==> config.mk <==
export PLATFORM = sky130hd
export DESIGN_NAME = seg_scan_mux
export DESIGN_NICKNAME = d
export VERILOG_FILES = /design/src/rtl/seg_scan_mux.sv
export SDC_FILE = /design/constraint.sdc
export NUM_CORES = 1
export LEC_CHECK = 0
export ABC_AREA = 0
export BUFFER_PORTS_ARGS = -buffer_cell sky130_fd_sc_hd__buf_2
export CORE_AREA = 2 2 48 83
export CTS_BUF_LIST = sky130_fd_sc_hd__clkbuf_8
export DETAILED_ROUTE_END_ITERATION = 8
export DIE_AREA = 0 0 50 85
export GPL_ROUTABILITY_DRIVEN = 0
export PLACE_DENSITY = 0.67
export SLEW_MARGIN = 20
export SYNTH_ARGS = -nofsm -noshare
export SYNTH_HDL_FRONTEND = slang
export SYNTH_SLANG_ARGS = --single-unit
==> constraint.sdc <==
create_clock -name i_clk -period 1.7 [get_ports i_clk]
set_input_delay 0.085 -clock i_clk [delete_from_list [all_inputs] [get_ports i_clk]]
set_output_delay 0.085 -clock i_clk [all_outputs]
set_load 0.05 [all_outputs]
==> src/rtl/seg_scan_mux.sv <==
`default_nettype none
// ============================================================================
// Module   : seg_scan_mux
// Brief    : Time-multiplexed seven-segment scanner with blanking gap and a
//            registered manual-select mode. Optional duty dimming is enabled
//            by defining SEG_SCAN_MUX_DIM_EN (adds the i_duty port).
// Revision : 1.0 - initial release
// ============================================================================
module seg_scan_mux #(
    parameter int NUM_CH = 4,
    parameter int SEG_W  = 7,
    parameter int DWELL  = 1000,
    parameter int BLANK  = 16,
    parameter int SEL_W  = (NUM_CH > 2) ? $clog2(NUM_CH) : 1
) (
    input  logic                    i_clk,
    input  logic                    i_rst,
    input  logic                    i_en,
    input  logic [NUM_CH*SEG_W-1:0] i_seg_flat,
    input  logic                    i_manual,
    input  logic [SEL_W-1:0]        i_sel,
`ifdef SEG_SCAN_MUX_DIM_EN
    input  logic [3:0]              i_duty,
`endif
    output logic [SEG_W-1:0]        o_seg,
    output logic [NUM_CH-1:0]       o_dig,
    output logic [SEL_W-1:0]        o_sel,
    output logic                    o_frame
);

    localparam int               CNT_W      = (DWELL > 1) ? $clog2(DWELL) : 1;
    localparam logic [CNT_W-1:0] C_CNT_LAST = CNT_W'(DWELL - 1);
    localparam logic [CNT_W-1:0] C_BLANK    = CNT_W'(BLANK);
    localparam logic [SEL_W-1:0] C_SEL_LAST = SEL_W'(NUM_CH - 1);

    logic [CNT_W-1:0]  r_cnt_q,   w_cnt_d;
    logic [SEL_W-1:0]  r_sel_q,   w_sel_d;
    logic              r_pend_q,  w_pend_d;
    logic [SEG_W-1:0]  r_seg_q,   w_seg_d;
    logic [NUM_CH-1:0] r_dig_q,   w_dig_d;
    logic [SEL_W-1:0]  r_osel_q,  w_osel_d;
    logic              r_frame_q, w_frame_d;

    logic              w_sel_ok;
    logic [SEL_W-1:0]  w_idx;
    logic [SEG_W-1:0]  w_slice;
    logic [NUM_CH-1:0] w_onehot;
    logic              w_lit;

    assign w_sel_ok = (int'(i_sel) < NUM_CH);
    assign w_idx    = i_manual ? i_sel : r_sel_q;
    assign w_slice  = i_seg_flat[int'(w_idx)*SEG_W +: SEG_W];
    assign w_onehot = NUM_CH'(1) << w_idx;

`ifdef SEG_SCAN_MUX_DIM_EN
    logic [3:0] r_dim_q, w_dim_d;
    logic [3:0] w_phase;

    // Only consulted during SHOW, where cnt >= BLANK, so the difference never wraps.
    assign w_dim_d = r_dim_q + 4'd1;
    assign w_phase = i_manual ? r_dim_q : 4'(r_cnt_q - C_BLANK);
    assign w_lit   = (w_phase < i_duty);

    always_ff @(posedge i_clk) begin
        if (i_rst) begin
            r_dim_q <= '0;
        end else begin
            r_dim_q <= w_dim_d;
        end
    end
`else
    assign w_lit = 1'b1;
`endif

    always_comb begin
        w_cnt_d   = r_cnt_q;
        w_sel_d   = r_sel_q;
        w_pend_d  = r_pend_q;
        w_seg_d   = '0;
        w_dig_d   = '0;
        w_osel_d  = r_sel_q;
        w_frame_d = 1'b0;

        if (i_manual) begin
            // Out-of-range selects park on channel 0 so the auto restart is sane.
            w_cnt_d  = '0;
            w_pend_d = 1'b0;
            w_sel_d  = w_sel_ok ? i_sel : '0;
            w_osel_d = w_sel_d;
            if (i_en && w_sel_ok) begin
                w_seg_d = w_slice;
                w_dig_d = w_lit ? w_onehot : '0;
            end
        end else if (i_en) begin
            if (r_cnt_q >= C_BLANK) begin
                w_seg_d = w_slice;
                w_dig_d = w_lit ? w_onehot : '0;
            end
            if ((r_cnt_q == '0) && (r_sel_q == '0) && r_pend_q) begin
                w_frame_d = 1'b1;
                w_pend_d  = 1'b0;
            end
            if (r_cnt_q == C_CNT_LAST) begin
                w_cnt_d = '0;
                if (r_sel_q == C_SEL_LAST) begin
                    w_sel_d  = '0;
                    w_pend_d = 1'b1;
                end else begin
                    w_sel_d = r_sel_q + 1'b1;
                end
            end else begin
                w_cnt_d = r_cnt_q + 1'b1;
            end
        end
    end

    always_ff @(posedge i_clk) begin
        if (i_rst) begin
            r_cnt_q   <= '0;
            r_sel_q   <= '0;
            r_pend_q  <= 1'b0;
            r_seg_q   <= '0;
            r_dig_q   <= '0;
            r_osel_q  <= '0;
            r_frame_q <= 1'b0;
        end else begin
            r_cnt_q   <= w_cnt_d;
            r_sel_q   <= w_sel_d;
            r_pend_q  <= w_pend_d;
            r_seg_q   <= w_seg_d;
            r_dig_q   <= w_dig_d;
            r_osel_q  <= w_osel_d;
            r_frame_q <= w_frame_d;
        end
    end

    assign o_seg   = r_seg_q;
    assign o_dig   = r_dig_q;
    assign o_sel   = r_osel_q;
    assign o_frame = r_frame_q;

endmodule
`default_nettype wire
==> out/qor_table.md <==
| Quantity | This run | Unit |
|---|---|---|
| Via count of the first global-routing pass | 1219 | - |
| Type of the worst min-delay path | primary input to register | - |
| Final setup violation count | 0 | - |
| Initial detailed-routing violation count | 35 | - |
| Post-synthesis to final-layout area growth | 24.58 | % |
| Total of hold buffers inserted after clock tree synthesis | 0 | - |
| Cell area after synthesis | 1334 | sq um |
| Worst-case hold path end point | r_cnt_q[2]$_SDFFE_PP0P_ | - |
| Max-Cap Viols | 0 | - |
| Worst-case setup margin in the final layout | 0.09665 | ns |
| Endpoint class of the critical path | register | - |
| Average detailed-routed wire length per instance | 14.46 | um |
| Busiest grt layer | met2 | - |
| Count of endpoints failing hold in the final timing report | 0 | - |
| Post-synthesis sequential area ratio | 40.53 | % |
| Vias | 1178 | - |
| Cell area after placement | 1617 | sq um |
| Sequential group share of total power | 53.5 | % |
| Max frequency | 0.6237 | GHz |
| Maximum number of pins on one net before global-route repair | 15 | - |
| Critical path, cell by cell | ha_1 -> nand3_2 -> or4_1 -> a21oi_1 | - |
| Post-synth EDFFs | 0 | - |
| Top cell type's share of synthesized area | 40.53 | % |
| Setup Skew | 0.001881 | ns |
| Overall die area | 4250 | sq um |
| Cells after Synth | 125 | - |
| Status | finished, final reports clean | - |
| Number of standard-cell rows in the floorplan | 29 | - |
| Detailed Route WL | 3182 | um |
| Worst setup path category | register to register | - |
| Worst hold slack after final layout | 0.09076 | ns |
| Number of buffers inserted during clock tree synthesis | 3 | - |
| Post-synth net total | 163 | - |
| RSZ-0062 raised after global routing | false | - |
| Post-synthesis cell type with the largest combined area | sky130_fd_sc_hd__dfxtp_1 | - |
| Max clock buf depth | 2 | - |
| Launching element type of the critical path | register | - |
| Worst reg-to-reg path cell count | 4 | - |
| Biggest cell delay along the critical path | 0.55 | ns |
| Critical R2R Launch | r_cnt_q[0]$_SDFFE_PP0P_ | - |
| Hpwl dp | 2581 | um |
| Initial Util | 37.13 | % |
| Number of cells traversed by the worst hold path | 2 | - |
| Setup total negative slack | 0 | ns |
| Share of power burned in the clock network | 28.7 | % |
| Area used by multi-input combinational logic | 726.9 | sq um |
| Worst max-slew margin expressed relative to the limit | 73.01 | % |
| Leak Pwr | 0.0007010 | uW |
| Wire length of the first global-routing pass | 5319 | um |
| Reg area | 540.5 | sq um |
| Total I/O pin count | 48 | - |
| Count of different cell masters after synthesis | 38 | - |
| Die H | 85 | um |
| Arrival time of the worst setup path | 1.81 | ns |
| Area of all placed cells without fillers | 1662 | sq um |
| Die boundary width | 50 | um |
| Core area | 3592 | sq um |
| Antenna diode instance count | 0 | - |
| Htree depth | 1 | - |
| Total Nets Final | 213 | - |
| Share of synthesized flip-flops with an asynchronous set or reset | 0 | % |
| Avg Synthesized Cell Area | 10.67 | sq um |
| Number of buffer cells added on primary ports | 47 | - |
| Fraction of layout instances using a drive strength above 1 | 39.08 | % |
| Vias per inst | 5.355 | - |
| Sink Count | 27 | - |
| Pin slew with the least headroom to its limit | 0.4049 | ns |
| CTS root buf | sky130_fd_sc_hd__clkbuf_8 | - |
| Worst-Skew Late Latency | 0.27 | ns |
| Number of slew-limit violations in the final report | 0 | - |
| Met2 track demand over resource in global routing | 31.10 | % |
| Global routing met3 resource utilization | 2.817 | % |
| Beginning of the worst hold path | i_rst | - |
| Met1 demand-to-capacity share in global routing | 15.84 | % |
| Number of buffers and inverters on the critical path | 0 | - |
| Final clock period utilization by the worst path | 94.31 | % |
| Endpoint of the worst-slack reg-to-reg timing path | r_cnt_q[8]$_SDFFE_PP0P_ | - |
| Switching part of the total | 25.66 | % |
| DRC Markers | 0 | - |
| Cell-internal power | 912.7 | uW |
| Number of storage elements in the synthesis netlist | 27 | - |
| Total power consumption of the routed design | 1228 | uW |
| Total of fill cells in the finished design | 344 | - |
| Overall routing resource usage | 15.86 | % |
| Main synth FF type | sky130_fd_sc_hd__dfxtp_1 | - |
| Slack of the worst reg-to-reg path | 0.1 | ns |
| Most frequent cells in the layout | 47 x sky130_fd_sc_hd__buf_2, 27 x sky130_fd_sc_hd__dfxtp_1, 10 x sky130_fd_sc_hd__inv_1 | - |
| Required time at the worst-slack endpoint | 1.91 | ns |
| Crit path max fanout | 7 | - |
| Clock-pin slew on the worst setup and hold paths | 0.09 | ns |
| Final min period | 1.603 | ns |
| Leading cell type in the layout, fill and taps excluded | sky130_fd_sc_hd__buf_2 | - |
| CTS tree | yes | - |
| Worst slack at placement | 0.1485 | ns |
| Sw Pwr | 315.1 | uW |
| TritonRoute pass-1 iters | 4 | - |
| Total of warnings raised by yosys | 0 | - |
| CP delay by family, top | simple AND/OR/NAND/NOR gates | - |
| Top cells by area, synth | sky130_fd_sc_hd__dfxtp_1 41%, sky130_fd_sc_hd__mux4_2 12%, sky130_fd_sc_hd__ha_1 3.8% | - |
| Cell with the biggest individual delay on the critical path | sky130_fd_sc_hd__or4_1 | - |
| Detail Route Antenna Nets | 0 | - |
| Pwr per Cell Area | 738.9 | nW/um^2 |
| Max rail drop VDD | 0.3837 | mV |
| Number of antenna violations at the first check in global routing | 0 | - |
| Combinational cell fraction of total power | 17.7 | % |
| GRT Residual Overflow | 0 | - |
==> stage by stage <==
stage / util, % / std cells
final: 46.26 / 220
after global placement: 45.00 / 216
after floorplan: - / 125
after global routing: 46.26 / 220
after CTS: 46.26 / 220
after detailed placement: 45.00 / 216
==> sequential cells by signal (all words and copies together) (netlist names) <==
signal / cells
r_cnt_q: 10
o_frame: 1
o_sel: 2
r_sel_q: 2
o_seg: 7
o_dig: 4
r_pend_q: 1
==> power by group through the flow <==
stage / Sequential (uW) / Clock [uW] / Combinational (uW)
2_1_floorplan: 710 / 0 / 112
3_3_place_gp: 671 / 0 / 213
3_5_place_dp: 672 / 0 / 218
4_1_cts: 657 / 360 / 220
5_1_grt: 660 / 391 / 234
6_report: 657 / 353 / 218
==> repair_timing <==
item | CTS | global route
buffers inserted | 0 | 0
resized for setup | 0 | 0
setup endpoints to repair | 0 | 1
==> cell usage after synthesis (2+ instances only) <==
master and instances:
sky130_fd_sc_hd__ha_1 4, sky130_fd_sc_hd__nand4_1 4, sky130_fd_sc_hd__dfxtp_1 27, sky130_fd_sc_hd__nand2_1 3, sky130_fd_sc_hd__a41oi_1 2, sky130_fd_sc_hd__xor2_1 3
sky130_fd_sc_hd__buf_2 2, sky130_fd_sc_hd__inv_1 9, sky130_fd_sc_hd__nor2b_1 7, sky130_fd_sc_hd__or4_1 4, sky130_fd_sc_hd__mux2i_1 3, sky130_fd_sc_hd__a221oi_1 2
sky130_fd_sc_hd__nor3_1 6, sky130_fd_sc_hd__mux4_2 7, sky130_fd_sc_hd__a21oi_1 5, sky130_fd_sc_hd__and4_1 2, sky130_fd_sc_hd__nor2_1 9, sky130_fd_sc_hd__o31ai_1 6
==> how the worst max path moves through the flow <==
stage,startpoint,to,slack [ns],cells after the start
after floorplan,r_cnt_q[6]$_SDFFE_PP0P_,o_dig[1]$_SDFF_PP0_,0.22,4
after global placement,r_cnt_q[6]$_SDFFE_PP0P_,o_seg[4]$_SDFF_PP0_,0.15,4
after detailed placement,r_cnt_q[0]$_SDFFE_PP0P_,r_cnt_q[8]$_SDFFE_PP0P_,0.15,4
after CTS,r_cnt_q[0]$_SDFFE_PP0P_,r_cnt_q[8]$_SDFFE_PP0P_,0.12,4
after global routing,r_cnt_q[2]$_SDFFE_PP0P_,r_cnt_q[7]$_SDFFE_PP0P_,0.002,3
final,r_cnt_q[0]$_SDFFE_PP0P_,r_cnt_q[8]$_SDFFE_PP0P_,0.1,4
==> logic make-up after synthesis <==
group / synth area share (%)
xor+xnor: 2.627
simple gates: 19.79
flops: 40.53
buf+inv: 4.972
fa+ha+maj: 3.752
mux: 16.04
compound gates: 12.29
==> per-layer routing <==
metal	routed length (um)	vias to the layer above
met2	1775	52
met4	44	0
met3	216	5
met5	0	-
li1	-	567
met1	1145	554
==> worst register-to-register path: stages, from the launching register on <==
cell	delay, ns
sky130_fd_sc_hd__dfxtp_1	0.42
sky130_fd_sc_hd__ha_1	0.25
sky130_fd_sc_hd__nand3_2	0.18
sky130_fd_sc_hd__or4_1	0.55
sky130_fd_sc_hd__a21oi_1	0.14
==> layout make-up <==
cell class	count	area share, %
Multi-Input combinational cell	84	43.75
Sequential cell	27	32.53
Timing Repair Buffer	50	15.51
Tap cell	46	3.464
Clock buffer	3	2.485
Inverter	9	2.033
Clock inverter	1	0.2259
No activity file was read; power rests on OpenSTA's default activity.
